--- config.mk ---
export PLATFORM = sky130hd
export DESIGN_NAME = mult_unit_flat
export DESIGN_NICKNAME = d
export VERILOG_FILES = /design/src/rtl/mult_if.sv /design/src/rtl/mult_unit.sv /design/src/flat_wrapper.sv
export SDC_FILE = /design/constraint.sdc
export NUM_CORES = 1
export LEC_CHECK = 0
export CELL_PAD_IN_SITES_DETAIL_PLACEMENT = 0
export CELL_PAD_IN_SITES_GLOBAL_PLACEMENT = 1
export CORE_MARGIN = 2
export CORE_UTILIZATION = 30
export DETAILED_ROUTE_END_ITERATION = 6
export PLACE_DENSITY_LB_ADDON = 0.1
export SLEW_MARGIN = 20
export SYNTH_ARGS = -nofsm -noshare
export SYNTH_HDL_FRONTEND = slang
export SYNTH_SLANG_ARGS = --single-unit
export TNS_END_PERCENT = 5
--- constraint.sdc ---
create_clock -name clk -period 12.75 [get_ports clk]
set_clock_uncertainty 0.2 [all_clocks]
set_input_delay 2.55 -clock clk [delete_from_list [all_inputs] [get_ports clk]]
set_output_delay 2.55 -clock clk [all_outputs]
set_load 0.05 [all_outputs]
--- src/rtl/mult_if.sv ---
// Decoder-to-multiplier handshake and HI/LO result bus.
// master: control side (issues start_mult, reads HI/LO); slave: mult_unit.
interface mult_if #(
    parameter int WIDTH = 32
);
    logic             start_mult;
    logic             mult_sign;
    logic [WIDTH-1:0] op_a;
    logic [WIDTH-1:0] op_b;
    logic [WIDTH-1:0] hi;
    logic [WIDTH-1:0] lo;
    logic             busy;
    logic             done;

    modport master (
        output start_mult, mult_sign, op_a, op_b,
        input  hi, lo, busy, done
    );

    modport slave (
        input  start_mult, mult_sign, op_a, op_b,
        output hi, lo, busy, done
    );
endinterface

--- src/rtl/mult_unit.sv ---
// Multi-cycle shift-add HI/LO multiplier for MULT / MULTU.
// Signed multiplies run on operand magnitudes; the sign is applied once at
// completion by negating the 2*WIDTH accumulator.
// Optional build macro MULT_RADIX4_EN: retire two multiplier bits per cycle
// (0/1x/2x/3x multiplicand, 3x precomputed at capture), halving RUN length.
//
// state | meaning
// IDLE  | waiting for start_mult; HI/LO hold last product
// RUN   | one step per cycle; HI/LO written on the last step
module mult_unit #(
    parameter int WIDTH = 32
) (
    input  logic  clk,
    input  logic  reset_n,
    mult_if.slave bus
);
    localparam int PW = 2 * WIDTH;
`ifdef MULT_RADIX4_EN
    localparam int STEPS = WIDTH / 2;
`else
    localparam int STEPS = WIDTH;
`endif
    localparam int CW = $clog2(STEPS + 1);
    localparam logic [CW-1:0] LAST = CW'(STEPS - 1);

    typedef enum logic {IDLE, RUN} state_t;

    state_t           state_q;
    logic [CW-1:0]    cnt_q;
    logic [PW-1:0]    mcand_q;
    logic [WIDTH-1:0] mplier_q;
    logic [PW-1:0]    acc_q;
    logic             neg_q;
    logic [WIDTH-1:0] hi_q;
    logic [WIDTH-1:0] lo_q;
    logic             busy_q;
    logic             done_q;
`ifdef MULT_RADIX4_EN
    logic [PW-1:0]    mcand3_q;
    logic [PW-1:0]    mcand3_init;
`endif

    logic [WIDTH-1:0] mag_a;
    logic [WIDTH-1:0] mag_b;
    logic [PW-1:0]    pp;
    logic [PW-1:0]    acc_d;
    logic [PW-1:0]    prod_d;

    // Operand magnitudes; -2^(WIDTH-1) maps to 2^(WIDTH-1) as an unsigned value.
    always_comb begin
        mag_a = bus.op_a;
        mag_b = bus.op_b;
        if (bus.mult_sign && bus.op_a[WIDTH-1]) mag_a = -bus.op_a;
        if (bus.mult_sign && bus.op_b[WIDTH-1]) mag_b = -bus.op_b;
    end

`ifdef MULT_RADIX4_EN
    // 3x multiplicand, built from the magnitude being captured.
    always_comb begin
        mcand3_init = ({{WIDTH{1'b0}}, mag_a} << 1) + {{WIDTH{1'b0}}, mag_a};
    end
`endif

    // Partial product for the current step, running sum and signed final product.
    always_comb begin
`ifdef MULT_RADIX4_EN
        case (mplier_q[1:0])
            2'b00:   pp = '0;
            2'b01:   pp = mcand_q;
            2'b10:   pp = mcand_q << 1;
            default: pp = mcand3_q;
        endcase
`else
        pp = mplier_q[0] ? mcand_q : '0;
`endif
        acc_d  = acc_q + pp;
        prod_d = neg_q ? (~acc_d + PW'(1)) : acc_d;
    end

    // Control FSM, datapath registers and registered HI/LO/busy/done.
    always_ff @(posedge clk) begin
        if (!reset_n) begin
            state_q  <= IDLE;
            cnt_q    <= '0;
            mcand_q  <= '0;
            mplier_q <= '0;
            acc_q    <= '0;
            neg_q    <= 1'b0;
            hi_q     <= '0;
            lo_q     <= '0;
            busy_q   <= 1'b0;
            done_q   <= 1'b0;
`ifdef MULT_RADIX4_EN
            mcand3_q <= '0;
`endif
        end else begin
            done_q <= 1'b0;
            case (state_q)
                IDLE: begin
                    if (bus.start_mult) begin
                        mcand_q  <= {{WIDTH{1'b0}}, mag_a};
                        mplier_q <= mag_b;
                        neg_q    <= bus.mult_sign & (bus.op_a[WIDTH-1] ^ bus.op_b[WIDTH-1]);
                        acc_q    <= '0;
                        cnt_q    <= '0;
                        busy_q   <= 1'b1;
                        state_q  <= RUN;
`ifdef MULT_RADIX4_EN
                        mcand3_q <= mcand3_init;
`endif
                    end
                end
                RUN: begin
                    acc_q <= acc_d;
                    cnt_q <= cnt_q + CW'(1);
`ifdef MULT_RADIX4_EN
                    mcand_q  <= mcand_q << 2;
                    mcand3_q <= mcand3_q << 2;
                    mplier_q <= mplier_q >> 2;
`else
                    mcand_q  <= mcand_q << 1;
                    mplier_q <= mplier_q >> 1;
`endif
                    if (cnt_q == LAST) begin
                        hi_q    <= prod_d[PW-1:WIDTH];
                        lo_q    <= prod_d[WIDTH-1:0];
                        done_q  <= 1'b1;
                        busy_q  <= 1'b0;
                        state_q <= IDLE;
                    end
                end
            endcase
        end
    end

    assign bus.hi   = hi_q;
    assign bus.lo   = lo_q;
    assign bus.busy = busy_q;
    assign bus.done = done_q;
endmodule

--- src/flat_wrapper.sv ---
// flat-port wrapper written by rule: the top's interface ports become plain ports
module mult_unit_flat 
#(
    parameter int WIDTH = 32
)
  (clk, reset_n, bus_start_mult, bus_mult_sign, bus_op_a, bus_op_b, bus_hi, bus_lo, bus_busy, bus_done);
  mult_if #(.WIDTH(WIDTH)) bus_i ();
  input  logic clk;
  input  logic reset_n;
  input wire logic [$bits(bus_i.start_mult)-1:0] bus_start_mult;
  input wire logic [$bits(bus_i.mult_sign)-1:0] bus_mult_sign;
  input wire logic [$bits(bus_i.op_a)-1:0] bus_op_a;
  input wire logic [$bits(bus_i.op_b)-1:0] bus_op_b;
  output wire logic [$bits(bus_i.hi)-1:0] bus_hi;
  output wire logic [$bits(bus_i.lo)-1:0] bus_lo;
  output wire logic [$bits(bus_i.busy)-1:0] bus_busy;
  output wire logic [$bits(bus_i.done)-1:0] bus_done;
  assign bus_i.start_mult = bus_start_mult;
  assign bus_i.mult_sign = bus_mult_sign;
  assign bus_i.op_a = bus_op_a;
  assign bus_i.op_b = bus_op_b;
  assign bus_hi = bus_i.hi;
  assign bus_lo = bus_i.lo;
  assign bus_busy = bus_i.busy;
  assign bus_done = bus_i.done;
  mult_unit #(.WIDTH(WIDTH)) u_core (.clk(clk), .reset_n(reset_n), .bus(bus_i));
endmodule
==> load_flow_metrics.sql <==
INSERT INTO impl_metrics (metric_group, metric, value, unit) VALUES
('run_status', 'outcome', 'completed', ''),
('yosys', 'postSynthNetCount', '2461', ''),
('setup_path', 'critical_path_data_arrival_time', '6120', 'ps'),
('clock_network', 'cts.repair_timing.setup_buffer_count', '0', ''),
('clock_network', 'postCtsResizedCells', '0', ''),
('clock_network', 'cts_tree', 'yes', ''),
('sta', 'worst_pin_slew', '1070', 'ps'),
('detailed_routing', 'post_drt_via_cell_ratio', '5.38', ''),
('yosys', 'synth_compound_gate_area_share', '0.272', ''),
('die', 'fp.dieArea', '0.0589', 'mm²'),
('die', 'fp.dieW', '243', 'µm'),
('detailed_routing', 'initialDrtViolationCount', '1187', ''),
('setup_path', 'worst_ep_required_time', '12980', 'ps'),
('die', 'initial_core_util', '0.303', ''),
('finish', 'final_cell_mix', '363 x nor2_1, 300 x a21oi_1, 232 x dfxtp_1, 154 x nand2_1, 132 x clkdlybuf4s50_1', ''),
('global_routing', 'maximum_number_of_pins_on_one_net_before_global_route_repair', '196', ''),
('power_and_ir_drop', 'comb_power_share', '0.127', ''),
('yosys', 'async_flop_share', '0', ''),
('detailed_routing', 'vias', '16900', ''),
('clock_network', 'cts.clk_slew.worst_paths', '60', 'ps'),
('yosys', 'post_synth_and_or_nand_nor_area_fraction', '0.278', ''),
('yosys', 'synth-edff-count', '0', ''),
('clock_network', 'cts-htree-levels', '1', ''),
('clock_network', 'root_buffer', 'clkbuf_16', ''),
('sta', 'final_hold_viol_count', '0', ''),
('finish', 'layoutNonFillerInstCount', '3132', ''),
('die', 'die_y', '243', 'µm'),
('power_and_ir_drop', 'total_leakage_power', '7.23', 'nW'),
('finish', 'layout_commonest_cell', 'nor2_1', ''),
('power_and_ir_drop', 'power.density', '94.0', 'mW/mm²'),
('finish', 'fin_nets', '2487', ''),
('clock_network', 'hold_buffers', '0', ''),
('setup_path', 'crit_path_cell_trace', 'buf_4, and2_1, ha_1, inv_1, fa_1, nor2b_1, o2111ai_1, a21o_1, a21o_1, a2111oi_0, nor2_1, xnor2_1, nor3_1, nand4_1, o31ai_2, xor2_1, a21oi_1', ''),
('sta', 'timing.final.max_slew_violations', '0', ''),
('detailed_routing', 'postRouteWirelength', '58900', 'µm'),
('yosys', 'yosysWarnings', '0', ''),
('detailed_routing', 'drt_drc_violations_left', '0', ''),
('yosys', 'flop_and_latch_count_out_of_synthesis', '234', ''),
('yosys', 'synthDistinctLibCells', '97', ''),
('sta', 'setup_violations', '0', ''),
('clock_network', 'clk_latency', '590', 'ps'),
('clock_network', 'cts_num_sinks', '234', ''),
('yosys', 'post_synth_xor_xnor_area', '0.0732', ''),
('global_routing', 'grt_pass1_wl', '90800', 'µm'),
('power_and_ir_drop', 'seqPwrFrac', '0.408', ''),
('setup_path', 'startpoint_type', 'flop', ''),
('setup_path', 'cp_slowest_stage_delay', '610', 'ps'),
('yosys', 'cell_area_after_synthesis', '0.0171', 'mm²'),
('clock_network', 'max-clock-path-buffers', '3', ''),
('clock_network', 'number_of_buffers_inserted_during_clock_tree_synthesis', '31', ''),
('setup_path', 'timing_worst_setup_path_type', 'flop to flop', ''),
('yosys', 'ys_dominant_reg_cell', 'dfxtp_1', ''),
('die', 'floorplan.io_pins', '134', ''),
('yosys', 'postSynthAreaPerCell', '7.35', 'µm²'),
('job', 'max_cap_viol_count', '0', ''),
('detailed_routing', 'dr.pass1.iters', '5', ''),
('finish', 'drive_above_1_share', '0.0526', ''),
('sta', 'maxClockFrequency', '170', 'MHz'),
('power_and_ir_drop', 'power.share.clock', '0.466', ''),
('power_and_ir_drop', 'power.net_switching', '0.528', 'mW'),
('global_routing', 'grt_overflow', '0', ''),
('power_and_ir_drop', 'swShare', '0.281', ''),
('die', 'core_area', '0.0564', 'mm²'),
('sta', 'slew_headroom', '0.280', ''),
('yosys', 'synthMuxAreaShare', '0.00703', ''),
('sta', 'final_min_period_over_clock_period', '0.462', ''),
('yosys', 'synth_sequential_area_ratio', '0.274', ''),
('place', 'place_hpwl', '44400', 'µm'),
('setup_path', 'cpMaxStageDelayCell', 'nor3_1', ''),
('detailed_routing', 'detail-route-antenna-nets', '0', ''),
('die', 'fp-row-count', '87', '');
[metal layers]
| layer | up-vias | GRT usage | routed length, µm |
|---|---|---|---|
| met2 | 400 | 0.277 | 23600 |
| met1 | 7896 | 0.297 | 31300 |
| li1 | 8487 | - | - |
| met4 | 0 | 0.0420 | 1070 |
| met3 | 70 | 0.0258 | 2910 |
| met5 | - | 0 | 0 |
[final cells by class]
class	count	area (µm²)
Sequential cell	234	4690
Timing Repair Buffer	156	1520
Inverter	36	140
Clock buffer	43	861
Clock inverter	15	144
Tap cell	756	946
Multi-Input combinational cell	1892	11700
Fill cell	6147	36400
[path summary, 6_finish.rpt]
path / depth (start not counted) / slack, ps / startpoint / end
setup / recovery: 17 / 6860 / u_core.mplier_q[0] / u_core.bus.hi[19]
hold / removal: 2 / 250 / u_core.bus.hi[17] / u_core.bus.hi[17]
setup reg to reg: 17 / 6860 / u_core.mplier_q[0] / u_core.bus.hi[19]
hold reg to reg: 2 / 250 / u_core.bus.hi[17] / u_core.bus.hi[17]
[sequential cells by signal (all words and copies together), names as in the netlist]
register,flops
u_core.neg_q,1
u_core.bus.done,1
u_core.mplier_q,32
u_core.cnt_q,6
u_core.state_q,1
u_core.bus.lo,32
u_core.bus.hi,32
u_core.bus.busy,1
u_core.acc_q,64
u_core.mcand_q,64
[metrics by stage]
| step | hold WS [ps] | setup slack [ps] | area, µm² | utilization | power (mW) |
|---|---|---|---|---|---|
| 5_1_grt | 271 | 6360 | 20000 | 0.354 | 1.97 |
| 6_report | 252 | 6860 | 20000 | 0.354 | 1.88 |
| 2_1_floorplan | 227 | 7590 | 17100 | - | 0.938 |
| 3_5_place_dp | 246 | 6690 | 18900 | 0.336 | 1.02 |
| 4_1_cts | 256 | 6850 | 19900 | 0.354 | 1.92 |
| 3_3_place_gp | 242 | 6690 | 18900 | 0.336 | 1.02 |
[synthesized netlist by cell type (all sizes together), types with 24 or more instances]
library cell / count / area [µm²]
nand3: 31 / 155
xnor2: 59 / 524
o31ai: 34 / 275
inv: 35 / 131
dfxtp: 234 / 4680
a21oi: 302 / 1530
or3: 24 / 155
a211oi: 92 / 691
and2: 82 / 513
nand4: 40 / 250
o21ai: 123 / 616
nor2: 364 / 1370
clkbuf: 141 / 529
nor3: 47 / 240
ha: 67 / 838
xor2: 83 / 727
a21o: 33 / 248
nor3b: 95 / 713
nand2: 154 / 578
[power by group through the flow]
stage	Combinational [mW]	Sequential, mW	Clock [mW]
after floorplan	0.165	0.773	0
after global placement	0.239	0.780	0
after detailed placement	0.240	0.781	0
after CTS	0.240	0.765	0.913
after global routing	0.267	0.767	0.935
final	0.238	0.765	0.873
[critical path, delay by kind of cell (launching register included)]
family | cells | cell delay (ps)
AND/OR/NAND/NOR | 5 | 1670
buffers and inverters | 2 | 540
adder cells (fa/ha/maj) | 2 | 630
XOR/XNOR | 2 | 500
AO/OA/AOI/OAI | 6 | 1820
flip-flops | 1 | 300
[logic make-up (layout without fill, tap and decap cells)]
kind of cell,after synthesis,count (layout)
xor gates and xnor gates,142,142
AOI/OAI and AO/OA,733,733
DFF,234,234
muxes,12,12
buffers and inverters,199,250
adders and majority gates,68,68
and+or+nand+nor,937,937
Note: power is estimated with default switching activity, not from simulation.
